**src/rtl/signal_decay_sweeper.sv**
```systemverilog
// Pheromone evaporation sweeper: on each tick, raster-scans the environment grid and
// writes every nonzero signal back reduced by DECAY (floored at zero), yielding to ant updates.
module signal_decay_sweeper #(
  parameter int X_bits      = 8,
  parameter int Y_bits      = 7,
  parameter int X_max       = 160,
  parameter int Y_max       = 120,
  parameter int SIGNAL_bits = 4,
  parameter int DECAY       = 1
) (
  input  logic                   newLocClock,
  input  logic                   RESET_SIM,
  input  logic                   tick,
  input  logic                   enable,
  input  logic                   ant_write_req,
  output logic [X_bits-1:0]      rd_x,
  output logic [Y_bits-1:0]      rd_y,
  input  logic [SIGNAL_bits-1:0] rd_signal,
  output logic [X_bits-1:0]      wr_x,
  output logic [Y_bits-1:0]      wr_y,
  output logic [SIGNAL_bits-1:0] wr_signal,
  output logic                   wr_en,
  output logic                   busy,
  output logic                   done,
  output logic                   overrun,
  output logic [15:0]            sweep_count
);

  typedef enum logic [2:0] {
    IDLE,
    PRIME,
    STREAM,
    REFETCH,
    DONE
  } state_t;

  localparam logic [X_bits-1:0]      X_LAST  = X_bits'(X_max - 1);
  localparam logic [Y_bits-1:0]      Y_LAST  = Y_bits'(Y_max - 1);
  localparam logic [SIGNAL_bits-1:0] DECAY_V = SIGNAL_bits'(DECAY);

  state_t            state_q, state_d;
  logic [X_bits-1:0] rdX_q, rdX_d, wrX_q;
  logic [Y_bits-1:0] rdY_q, rdY_d, wrY_q;
  logic              overrun_q, overrun_d;
  logic [15:0]       count_q, count_d;

  logic                   stall;
  logic                   writeSlot;
  logic                   lastSlot;
  logic [X_bits-1:0]      nextX;
  logic [Y_bits-1:0]      nextY;
  logic [SIGNAL_bits-1:0] decayed;

  assign stall    = ant_write_req | ~enable;
  assign lastSlot = (wrX_q == X_LAST) && (wrY_q == Y_LAST);
  assign decayed  = (rd_signal > DECAY_V) ? (rd_signal - DECAY_V) : '0;

  // Raster successor of the read pointer; parks on the final cell once it gets there.
  always_comb begin
    nextX = rdX_q;
    nextY = rdY_q;
    if (rdX_q != X_LAST) begin
      nextX = rdX_q + 1'b1;
    end else if (rdY_q != Y_LAST) begin
      nextX = '0;
      nextY = rdY_q + 1'b1;
    end
  end

  always_comb begin
    state_d   = state_q;
    rdX_d     = rdX_q;
    rdY_d     = rdY_q;
    overrun_d = overrun_q;
    count_d   = count_q;
    writeSlot = 1'b0;
    case (state_q)
      IDLE: begin
        if (tick && enable) begin
          state_d = PRIME;
          rdX_d   = '0;
          rdY_d   = '0;
        end
      end
      PRIME: begin
        if (tick) overrun_d = 1'b1;
        if (!stall) begin
          state_d = STREAM;
          rdX_d   = nextX;
          rdY_d   = nextY;
        end
      end
      STREAM: begin
        if (tick) overrun_d = 1'b1;
        if (stall) begin
          // Drop the pending write and re-read that cell once the ant is finished with it.
          state_d = REFETCH;
          rdX_d   = wrX_q;
          rdY_d   = wrY_q;
        end else begin
          writeSlot = 1'b1;
          if (lastSlot) begin
            state_d = DONE;
          end else begin
            rdX_d = nextX;
            rdY_d = nextY;
          end
        end
      end
      REFETCH: begin
        if (tick) overrun_d = 1'b1;
        if (!stall) begin
          state_d = STREAM;
          rdX_d   = nextX;
          rdY_d   = nextY;
        end
      end
      DONE: begin
        count_d = count_q + 16'd1;
        if (tick && enable) begin
          state_d = PRIME;
          rdX_d   = '0;
          rdY_d   = '0;
        end else begin
          state_d = IDLE;
        end
      end
      default: state_d = IDLE;
    endcase
  end

  always_ff @(posedge newLocClock) begin
    if (RESET_SIM) begin
      state_q   <= IDLE;
      rdX_q     <= '0;
      rdY_q     <= '0;
      wrX_q     <= '0;
      wrY_q     <= '0;
      overrun_q <= 1'b0;
      count_q   <= '0;
    end else begin
      state_q   <= state_d;
      rdX_q     <= rdX_d;
      rdY_q     <= rdY_d;
      wrX_q     <= rdX_q;
      wrY_q     <= rdY_q;
      overrun_q <= overrun_d;
      count_q   <= count_d;
    end
  end

  // Zero cells are left untouched so they never contend with the ant write path.
  assign wr_en       = writeSlot && (rd_signal != '0) && !RESET_SIM;
  assign wr_signal   = writeSlot ? decayed : '0;
  assign rd_x        = rdX_q;
  assign rd_y        = rdY_q;
  assign wr_x        = wrX_q;
  assign wr_y        = wrY_q;
  assign busy        = (state_q == PRIME) || (state_q == STREAM) || (state_q == REFETCH);
  assign done        = (state_q == DONE);
  assign overrun     = overrun_q;
  assign sweep_count = count_q;

endmodule

```
**config.mk**
```make
export PLATFORM = sky130hd
export DESIGN_NAME = signal_decay_sweeper
export DESIGN_NICKNAME = d
export VERILOG_FILES = /design/src/rtl/signal_decay_sweeper.sv
export SDC_FILE = /design/constraint.sdc
export NUM_CORES = 1
export LEC_CHECK = 0
export CAP_MARGIN = 10
export CELL_PAD_IN_SITES_DETAIL_PLACEMENT = 0
export CELL_PAD_IN_SITES_GLOBAL_PLACEMENT = 1
export CORE_MARGIN = 2
export CORE_UTILIZATION = 37
export DETAILED_ROUTE_END_ITERATION = 8
export PLACE_DENSITY = 0.8
export SYNTH_ARGS = -nofsm -noshare
export SYNTH_HDL_FRONTEND = slang
export SYNTH_SLANG_ARGS = --single-unit
export TNS_END_PERCENT = 50
```
**constraint.sdc**
```tcl
create_clock -name newLocClock -period 2.33 [get_ports newLocClock]
set_clock_uncertainty 0.15 [all_clocks]
set_input_delay 0.699 -clock newLocClock [delete_from_list [all_inputs] [get_ports newLocClock]]
set_output_delay 0.699 -clock newLocClock [all_outputs]
set_load 0.03 [all_outputs]
```
==> out/qor.yml, run 1 <==
sta:
  min_period_ns: 2.47
  max_freq_mhz: 405
  setup_slack_ns: -0.138
  setup_viol_count_final: 5
  rsz0062_at_grt: "true"
  finalCritPeriodShare_pct: 106
  slew_viol_final: 0
  hold_viol_final: 0
  worstMarginPinSlew_ns: 0.461
  slew-limit-headroom_pct: 69.0
  fin_tns_setup_ns: -0.453
synth:
  yosys_warnings: 0
  ys_seq_area_share_pct: 37.1
  synth_nets: 335
  synth-edff-count: 0
  synth.largest_area_cell: "dfxtp_1"
  synth_commonest_cells: "dfxtp_1 (50), nor2_1 (34), nand2_1 (30), o21ai_0 (18), a21oi_1 (16)"
  synth_area_um2: 2700
  yosysMostFrequentCell: "dfxtp_1"
  yosysTopAreaCellShare_pct: 37.1
  ys_types: 62
  synth_top_cells_by_area: "dfxtp_1 (37%), nor2_1 (4.7%), nand2_1 (4.2%), o21ai_0 (3.3%), xnor2_1 (3.2%)"
  avgSynthCellArea_um2: 8.43
  async_flop_share_pct: 0
  postSynthCellCount: 320
  synth_ff_type: "dfxtp_1"
  synth-seq-cells: 50
worst_setup_path:
  cp-start-kind: "input port"
  crit_chain: "buf_6 -> nand2b_4 -> or3_4 -> a211oi_4 -> buf_6"
  cp_data_required_time_ns: 1.48
  arrival_ns: 1.62
  end_kind: "output pin"
  crit_buf_inv: 2
  cpMostUsedCell: "buf_6"
  slowest_delay_ns: 0.35
  worstPathMaxFanout: 3
  cp_slowest_cell: "or3_4"
  setup.worst_path.class: "input port to output pin"
  path_delay_family: "simple AND/OR/NAND/NOR gates"
pwr:
  powerDensity_nw_per_um2: 521
  p_leak_uw: 0.00158
  finalPower_uw: 2030
  peakVddDrop_v: 0.000255
global_route:
  grt_pass1_wl_um: 12400
  antenna_found_initial: 0
  grt_pass1_vias: 2568
  grt_usage_pct: 19.9
  grt_max_degree: 38
  gr-total-overflow: 0
placed_design:
  dp_hpwl_um: 5610
  io_buffers: 62
  gp_congestion: 0.841
  dpl.cell_count: 499
hold_path:
  hp-class: "register to register"
layout:
  final_cells: 511
  diodes: 0
  final_core_util_pct: 54.7
  drive_gt1_share_pct: 23.3
  syn_to_final_growth_pct: 44.9
  nets: 426
floorplanning:
  die_x_um: 89.4
  num_rows: 31
  coreArea_um2: 7140
  die_y_um: 89.4
  die_area_um2: 7990
  io_pins: 63
  start_util_pct: 37.8
clock_tree:
  cts_buffers: 5
  clockBufferDepth: 2
  clk_pin_slew_worst_paths_ns: 0.09
  cts_max_level: 2
  cts_tree: "built"
  insertion_delay_ns: 0.30
  cts_sinks: 50
  root_buffer: "clkbuf_8"
  cts_hold_buf: 0
detailed_routing:
  antenna_left: 0
  drt_iter0_drc: 222
  drt_wl_total_um: 7690
  first_pass_iters: 4
  vias: 2676
  wl_per_cell_um: 15.0
  vias_per_cell: 5.24
  route.detailed.drc: 0
status:
  violations: "setup timing"
  status: "finished, violations left"
job:
  drv_cap: 0
==> sequential cells by signal (all words and copies together), names as in the netlist <==
| register | flops |
|---|---|
| sweep_count | 16 |
| overrun | 1 |
| wr_x | 8 |
| state_q | 3 |
| wr_y | 7 |
| rd_x | 8 |
| rd_y | 7 |
==> what timing repair did <==
| item | CTS | global route |
|---|---|---|
| gates resized for setup | 46 | 14 |
| hold endpoints to repair | 0 | 0 |
| setup buffers | 1 | 3 |
| pin swaps | 7 | 6 |
| endpoints found under the setup margin | 19 | 18 |
==> metrics by stage <==
stage | worst slack [ns] | hold slack (ns) | area [µm²]
after detailed placement | -0.637 | 0.310 | 3650
final | -0.138 | 0.325 | 3910
after CTS | -0.226 | 0.333 | 3850
after floorplan | -0.0290 | 0.415 | 2760
after global routing | -0.171 | 0.387 | 3910
after global placement | -0.576 | 0.302 | 3650
==> per-layer routing <==
layer / vias up / GRT usage (%) / wire length (µm)
li1: 1330 / - / -
met1: 1265 / 25.0 / 3400
met2: 77 / 35.0 / 3830
met3: 4 / 4.25 / 407
met4: 0 / 4.48 / 51
met5: - / 0 / 0
==> worst paths after layout <==
check                             from                   end  slack, ns  cells after the start
setup reg to reg  rd_x[0]$_SDFFE_PP0P_  rd_x[7]$_SDFFE_PP0P_       0.23                      6
hold / removal    overrun$_SDFFE_PP0P_  overrun$_SDFFE_PP0P_       0.32                      2
setup / recovery         ant_write_req                 wr_en      -0.14                      5
hold reg to reg   overrun$_SDFFE_PP0P_  overrun$_SDFFE_PP0P_       0.32                      2
==> kinds of logic (layout without fill, tap and decap cells) <==
logic type / after synthesis / in the layout / synth area share, %
AOI/OAI and AO/OA: 72 / 72 / 18.3
buffers and inverters: 29 / 121 / 5.15
muxes: 1 / 1 / 0.371
xor gates and xnor gates: 16 / 16 / 5.20
DFF: 50 / 50 / 37.1
adders and majority gates: 6 / 6 / 2.78
and+or+nand+nor: 146 / 146 / 31.1
==> cell type report <==
| class | instances | area [µm²] |
|---|---|---|
| Timing Repair Buffer | 101 | 925 |
| Multi-Input combinational cell | 241 | 1700 |
| Inverter | 12 | 47.5 |
| Tap cell | 99 | 124 |
| Sequential cell | 50 | 1000 |
| Clock inverter | 1 | 8.76 |
| Clock buffer | 7 | 96.3 |
| Fill cell | 693 | 3230 |
==> power by group <==
group          switching, µW  internal (µW)  total [µW]  leakage (µW)
registers               53.8            901         955      0.000407
logic                    288            222         510       0.00112
clock network            297            273         570     0.0000544
==> worst min-delay path, stage by stage, from the launching register on <==
cell and delay (ns):
dfxtp_1 0.34, a21oi_1 0.04, nor2_1 0.07
==> placed cells by master (no fill, tap or decap), types with 4 or more instances in the layout <==
master	count
nor2_1	29
ha_1	4
nor2b_1	11
nor3_1	9
nor2_4	5
o21ai_0	17
nand2_1	28
dlygate4sd2_1	5
o21a_1	4
and3_1	6
clkbuf_8	7
buf_6	8
dfxtp_1	49
nand4_1	9
a21oi_1	16
xnor2_1	8
dlymetal6s2s_1	9
inv_1	11
or3_1	4
a31oi_1	5
nand3_1	12
buf_4	41
clkdlybuf4s50_1	36
xor2_1	6
(Power assumes the default switching activity.)
==> inputs of run 2 (changes only) <==
Settings changed: PLACE_DENSITY 0.8 to 0.84.
==> out/qor.yml, run 2 (synthesis gave the netlist of run 1 again) <==
pwr:
  p_leak_uw: 0.00157  # was 0.00158 µW
  peakVddDrop_v: 0.000208  # was 0.000255 V
  seqPwrFrac_pct: 48.4  # was 46.9%
  internal_power_uw: 1340  # was 1400 µW
  pwr-share-clk_pct: 25.1  # was 28.0%
  p_sw_share_pct: 32.0  # was 31.4%
  p_comb_share_pct: 26.5  # was 25.1%
  netSwitchingPower_uw: 629  # was 639 µW
  powerDensity_nw_per_um2: 508  # was 521 nW/µm²
detailed_routing:
  vias_per_cell: 5.19  # was 5.24
  vias: 2649  # was 2676
  drt_wl_total_um: 7620  # was 7690 µm
  drt_iter0_drc: 167  # was 222
  route.detailed.drc: 0  # unchanged
  antenna_left: 0  # unchanged
  wl_per_cell_um: 14.9  # was 15.0 µm
  first_pass_iters: 4  # unchanged
clock_tree:
  cts_tree: "built"  # unchanged
  cts_sinks: 50  # unchanged
  insertion_delay_ns: 0.31  # was 0.30 ns
  root_buffer: "clkbuf_8"  # unchanged
  cts_max_level: 2  # unchanged
  clk_pin_slew_worst_paths_ns: 0.09  # about the same
  cts_buffers: 5  # unchanged
  clockBufferDepth: 2  # unchanged
layout:
  drive_gt1_share_pct: 21.9  # was 23.3%
  layout_commonest_cell: "dfxtp_1"  # unchanged
  diodes: 0  # unchanged
  seqCellArea_um2: 1000  # about the same
  layout_common_cells: "dfxtp_1 (50), buf_4 (39), clkdlybuf4s50_1 (35)"  # was dfxtp_1 (49), buf_4 (41), clkdlybuf4s50_1 (36)
  multi_input_area_um2: 1680  # was 1700 µm²
  largest_reg_flops: 16  # unchanged
  syn_to_final_growth_pct: 43.5  # was 44.9%
  final_core_util_pct: 54.2  # was 54.7%
  fillCellCount: 683  # was 693
  nets: 426  # unchanged
worst_setup_path:
  arrival_ns: 1.64  # was 1.62 ns
  worstPathMaxFanout: 3  # unchanged
  setup.worst_path.class: "input port to output pin"  # unchanged
  end_kind: "output pin"  # unchanged
  cp-start-kind: "input port"  # unchanged
  cp_data_required_time_ns: 1.48  # about the same
  reg2reg_slack_ns: 0.22  # was 0.23 ns
  reg2reg_depth: 6  # unchanged
sta:
  rsz0062_at_grt: "true"  # unchanged
  worstMarginPinSlew_ns: 0.460  # was 0.461 ns
  slew_viol_final: 0  # unchanged
  hold_viol_final: 0  # unchanged
  min_period_ns: 2.49  # was 2.47 ns
  setup_viol_count_final: 5  # unchanged
  max_freq_mhz: 401  # was 405 MHz
  setup_slack_ns: -0.162  # was -0.138 ns
  slew-limit-headroom_pct: 69.0  # about the same
  fin_tns_setup_ns: -0.691  # was -0.453 ns
  finalCritPeriodShare_pct: 107  # was 106%
placed_design:
  dp_hpwl_um: 5520  # was 5610 µm
  io_buffers: 62  # unchanged
  gp_congestion: 0.856  # was 0.841
status:
  violations: "setup timing"  # unchanged
  status: "finished, violations left"  # unchanged
floorplanning:
  die_x_um: 89.4  # unchanged
  num_rows: 31  # unchanged
  start_util_pct: 37.8  # unchanged
  io_pins: 63  # unchanged
  die_y_um: 89.4  # unchanged
  die_area_um2: 7990  # unchanged
  coreArea_um2: 7140  # unchanged
global_route:
  grt_max_degree: 20  # was 38
  antenna_found_initial: 0  # unchanged
  gr-total-overflow: 0  # unchanged
  grt_pass1_wl_um: 12300  # was 12400 µm
  grt_pass1_vias: 2471  # was 2568
  grt_usage_pct: 19.8  # was 19.9%
job:
  drv_cap: 0  # unchanged
hold_path:
  whs_path_depth: 2  # unchanged
  hp-class: "register to register"  # unchanged
run 2: cell types whose count changed in the layout (fill, tap and decap cells not counted), sizes merged:
cell,change
clkdlybuf4s50,-1
clkbuf,-2
clkinvlp,+1
clkinv,-1
dlygate4sd2,+2
run 2: worst paths after layout:
| path | startpoint | to |
|---|---|---|
| max | ant_write_req | wr_en |
| max reg2reg | rd_x[0]$_SDFFE_PP0P_ | rd_x[7]$_SDFFE_PP0P_ |
| min reg2reg | overrun$_SDFFE_PP0P_ | overrun$_SDFFE_PP0P_ |
| min | overrun$_SDFFE_PP0P_ | overrun$_SDFFE_PP0P_ |
run 2: routing by layer:
metal,vias up,routed length [µm],GRT usage (%)
li1,1329,-,-
met1,1236,3460,26.9
met2,73,3670,31.9
met3,11,357,3.69
met4,0,134,6.11
met5,-,0,0
run 2: what timing repair did:
item / CTS / global route
endpoints found under the setup margin: 15 / 17
hold buffers: 0 / 0
buffers inserted: 2 / 1
pin swaps: 8 / 3
gates resized for setup: 43 / 10
run 2: final cells by class:
class | count | share of cell area (%)
multi-input combinational | 241 | 43.4
timing repair buffer | 101 | 24.2
clock inverter | 1 | 0.194
sequential | 50 | 25.9
clock buffer | 6 | 1.88
tap | 99 | 3.20
inverter | 12 | 1.23
run 2: power groups by stage:
stage	clock network [µW]	registers (µW)	logic, µW
2_1_floorplan	0	1060	203
3_3_place_gp	0	970	505
3_5_place_dp	0	971	508
4_1_cts	514	951	519
5_1_grt	545	958	564
6_report	494	952	520
run 2: worst max-delay path: stages:
cell and delay, ns:
buf_6 0.09, nand2b_4 0.14, or3_4 0.39, a211oi_4 0.16, buf_6 0.16
run 2: metrics by stage:
stage | total power, µW | hold WS [ns] | instances | setup WS (ns) | cell area [µm²]
2_1_floorplan | 1260 | 0.415 | 320 | -0.0290 | 2760
3_3_place_gp | 1470 | 0.304 | 500 | -0.539 | 3670
3_5_place_dp | 1480 | 0.320 | 500 | -0.606 | 3670
4_1_cts | 1980 | 0.341 | 509 | -0.206 | 3840
5_1_grt | 2070 | 0.380 | 510 | -0.204 | 3870
6_report | 1970 | 0.329 | 510 | -0.162 | 3870
==> inputs of run 3 (changes only) <==
Settings changed: CELL_PAD_IN_SITES_DETAIL_PLACEMENT 0 to not set, CELL_PAD_IN_SITES_GLOBAL_PLACEMENT 1 to not set, CORE_UTILIZATION 37 to 50.
==> out/qor.yml, run 3 (synthesis gave the netlist of run 1 again) <==
floorplanning:
  coreArea_um2: 5140  # was 7140 µm²
  io_pins: 63  # unchanged
  die_y_um: 77.4  # was 89.4 µm
  die_area_um2: 6000  # was 7990 µm²
  num_rows: 26  # was 31
  die_x_um: 77.4  # was 89.4 µm
  start_util_pct: 52.5  # was 37.8%
worst_setup_path:
  cp_slowest_cell: "or3_4"  # unchanged
  rr_startpoint: "rd_x[0]$_SDFFE_PP0P_"  # unchanged
  worstPathMaxFanout: 3  # unchanged
  setup.worst_path.class: "input port to output pin"  # unchanged
  slowest_delay_ns: 0.35  # was 0.39 ns
  end_kind: "output pin"  # unchanged
  cp-start-kind: "input port"  # unchanged
  cpMostUsedCell: "buf_6"  # unchanged
  reg2reg_depth: 6  # unchanged
  cp_data_required_time_ns: 1.48  # about the same
  crit_chain: "buf_6 -> nand2b_4 -> or3_4 -> a211oi_4 -> buf_6"  # unchanged
  reg2reg_slack_ns: 0.19  # was 0.22 ns
  arrival_ns: 1.62  # was 1.64 ns
  r2r_end: "rd_x[7]$_SDFFE_PP0P_"  # unchanged
layout:
  drive_gt1_share_pct: 23.5  # was 21.9%
  final_core_util_pct: 76.1  # was 54.2%
  diodes: 0  # unchanged
  layout_common_cells: "dfxtp_1 (50), buf_4 (41), clkdlybuf4s50_1 (37)"  # was dfxtp_1 (50), buf_4 (39), clkdlybuf4s50_1 (35)
  fillCellCount: 371  # was 683
  layout_commonest_cell: "dfxtp_1"  # unchanged
  final_cells: 482  # was 510
  nets: 426  # unchanged
  syn_to_final_growth_pct: 45.0  # was 43.5%
  largest_reg_flops: 16  # unchanged
global_route:
  antenna_found_initial: 0  # unchanged
  grt_pass1_wl_um: 12400  # was 12300 µm
  grt_max_degree: 20  # unchanged
  gr-total-overflow: 0  # unchanged
  grt_pass1_vias: 2540  # was 2471
  grt_usage_pct: 25.4  # was 19.8%
placed_design:
  dp_hpwl_um: 5650  # was 5520 µm
  gp_congestion: 0.955  # was 0.856
  dpl.cell_count: 471  # was 500
  io_buffers: 62  # unchanged
  pre_cts_ws_ns: -0.601  # was -0.606 ns
sta:
  rsz0062_at_grt: "true"  # unchanged
  finalCritPeriodShare_pct: 106  # was 107%
  max_freq_mhz: 405  # was 401 MHz
  holdWs_ns: 0.329  # about the same
  hold_viol_final: 0  # unchanged
  setup_viol_count_final: 5  # unchanged
  slew_viol_final: 0  # unchanged
  setup_slack_ns: -0.137  # was -0.162 ns
  slew-limit-headroom_pct: 71.1  # was 69.0%
  worstMarginPinSlew_ns: 0.430  # was 0.460 ns
  min_period_ns: 2.47  # was 2.49 ns
hold_path:
  whs_path_depth: 2  # unchanged
  hp-class: "register to register"  # unchanged
  hold-path-endpoint: "overrun$_SDFFE_PP0P_"  # unchanged
  hold_path_startpoint: "overrun$_SDFFE_PP0P_"  # unchanged
detailed_routing:
  vias: 2834  # was 2649
  drt_wl_total_um: 7920  # was 7620 µm
  antenna_left: 0  # unchanged
  route.detailed.drc: 0  # unchanged
  first_pass_iters: 5  # was 4
  drt_iter0_drc: 306  # was 167
  vias_per_cell: 5.88  # was 5.19
  wl_per_cell_um: 16.4  # was 14.9 µm
pwr:
  peakVddDrop_v: 0.000320  # was 0.000208 V
  powerDensity_nw_per_um2: 563  # was 508 nW/µm²
  p_comb_share_pct: 23.7  # was 26.5%
  p_leak_uw: 0.00161  # was 0.00157 µW
  p_sw_share_pct: 29.4  # was 32.0%
  netSwitchingPower_uw: 646  # was 629 µW
  pwr-share-clk_pct: 33.0  # was 25.1%
  seqPwrFrac_pct: 43.3  # was 48.4%
  internal_power_uw: 1550  # was 1340 µW
  finalPower_uw: 2200  # was 1970 µW
clock_tree:
  cts_sinks: 50  # unchanged
  insertion_delay_ns: 0.31  # about the same
  cts_tree: "built"  # unchanged
  cts_max_level: 2  # unchanged
  cts_buffers: 5  # unchanged
  cts_hold_buf: 0  # unchanged
  clk_pin_slew_worst_paths_ns: 0.09  # about the same
  clockBufferDepth: 2  # unchanged
  root_buffer: "clkbuf_8"  # unchanged
status:
  status: "finished, violations left"  # unchanged
  violations: "setup timing"  # unchanged
job:
  drv_cap: 0  # unchanged
==> run 3: worst max-delay path, delay by kind of cell <==
family	cells	cell delay, ns
AO/OA/AOI/OAI	1	0.17
AND/OR/NAND/NOR	2	0.50
buffers and inverters	2	0.25
==> run 3: layer usage <==
metal	vias to the layer above	part of all wire, %	global-route usage (%)
met5	-	0	0
li1	1325	-	-
met3	27	7.4	4.30
met2	147	49	44.2
met4	0	2.3	6.79
met1	1335	41	32.7
==> run 3: stage by stage <==
| stage | TNS (ns) | instance area (µm²) |
|---|---|---|
| 2_1_floorplan | -0.0506 | 2760 |
| 3_3_place_gp | -6.56 | 3630 |
| 3_5_place_dp | -7.10 | 3630 |
| 4_1_cts | -0.610 | 3840 |
| 5_1_grt | -0.489 | 3910 |
| 6_report | -0.395 | 3910 |
==> run 3: power groups by stage <==
stage	clock network, µW	registers, µW	logic (µW)
global placement	0	969	485
detailed placement	0	971	496
finish	727	953	521
CTS	735	951	509
floorplan	0	1060	203
global route	779	960	551
==> run 3: timing repair <==
| action | CTS | global route |
|---|---|---|
| setup buffers | 1 | 2 |
| cloned | 0 | 0 |
| resized for setup | 41 | 19 |
| setup endpoints to repair | 12 | 18 |
| pin swaps | 6 | 6 |
==> run 3: worst max-delay path by stage <==
stage	cells past startpoint	start	to
floorplan	3	ant_write_req	wr_en
global placement	7	rd_signal[0]	wr_signal[0]
detailed placement	7	rd_signal[1]	wr_signal[0]
CTS	5	ant_write_req	wr_en
global route	5	ant_write_req	wr_en
finish	5	ant_write_req	wr_en
==> run 3: layout make-up <==
class | instances | area (µm²) | area share (%)
Clock buffer | 5 | 68.8 | 1.76
Clock inverter | 3 | 68.8 | 1.76
Inverter | 12 | 47.5 | 1.22
Multi-Input combinational cell | 241 | 1710 | 43.6
Sequential cell | 50 | 1000 | 25.6
Tap cell | 70 | 87.6 | 2.24
Timing Repair Buffer | 101 | 930 | 23.8
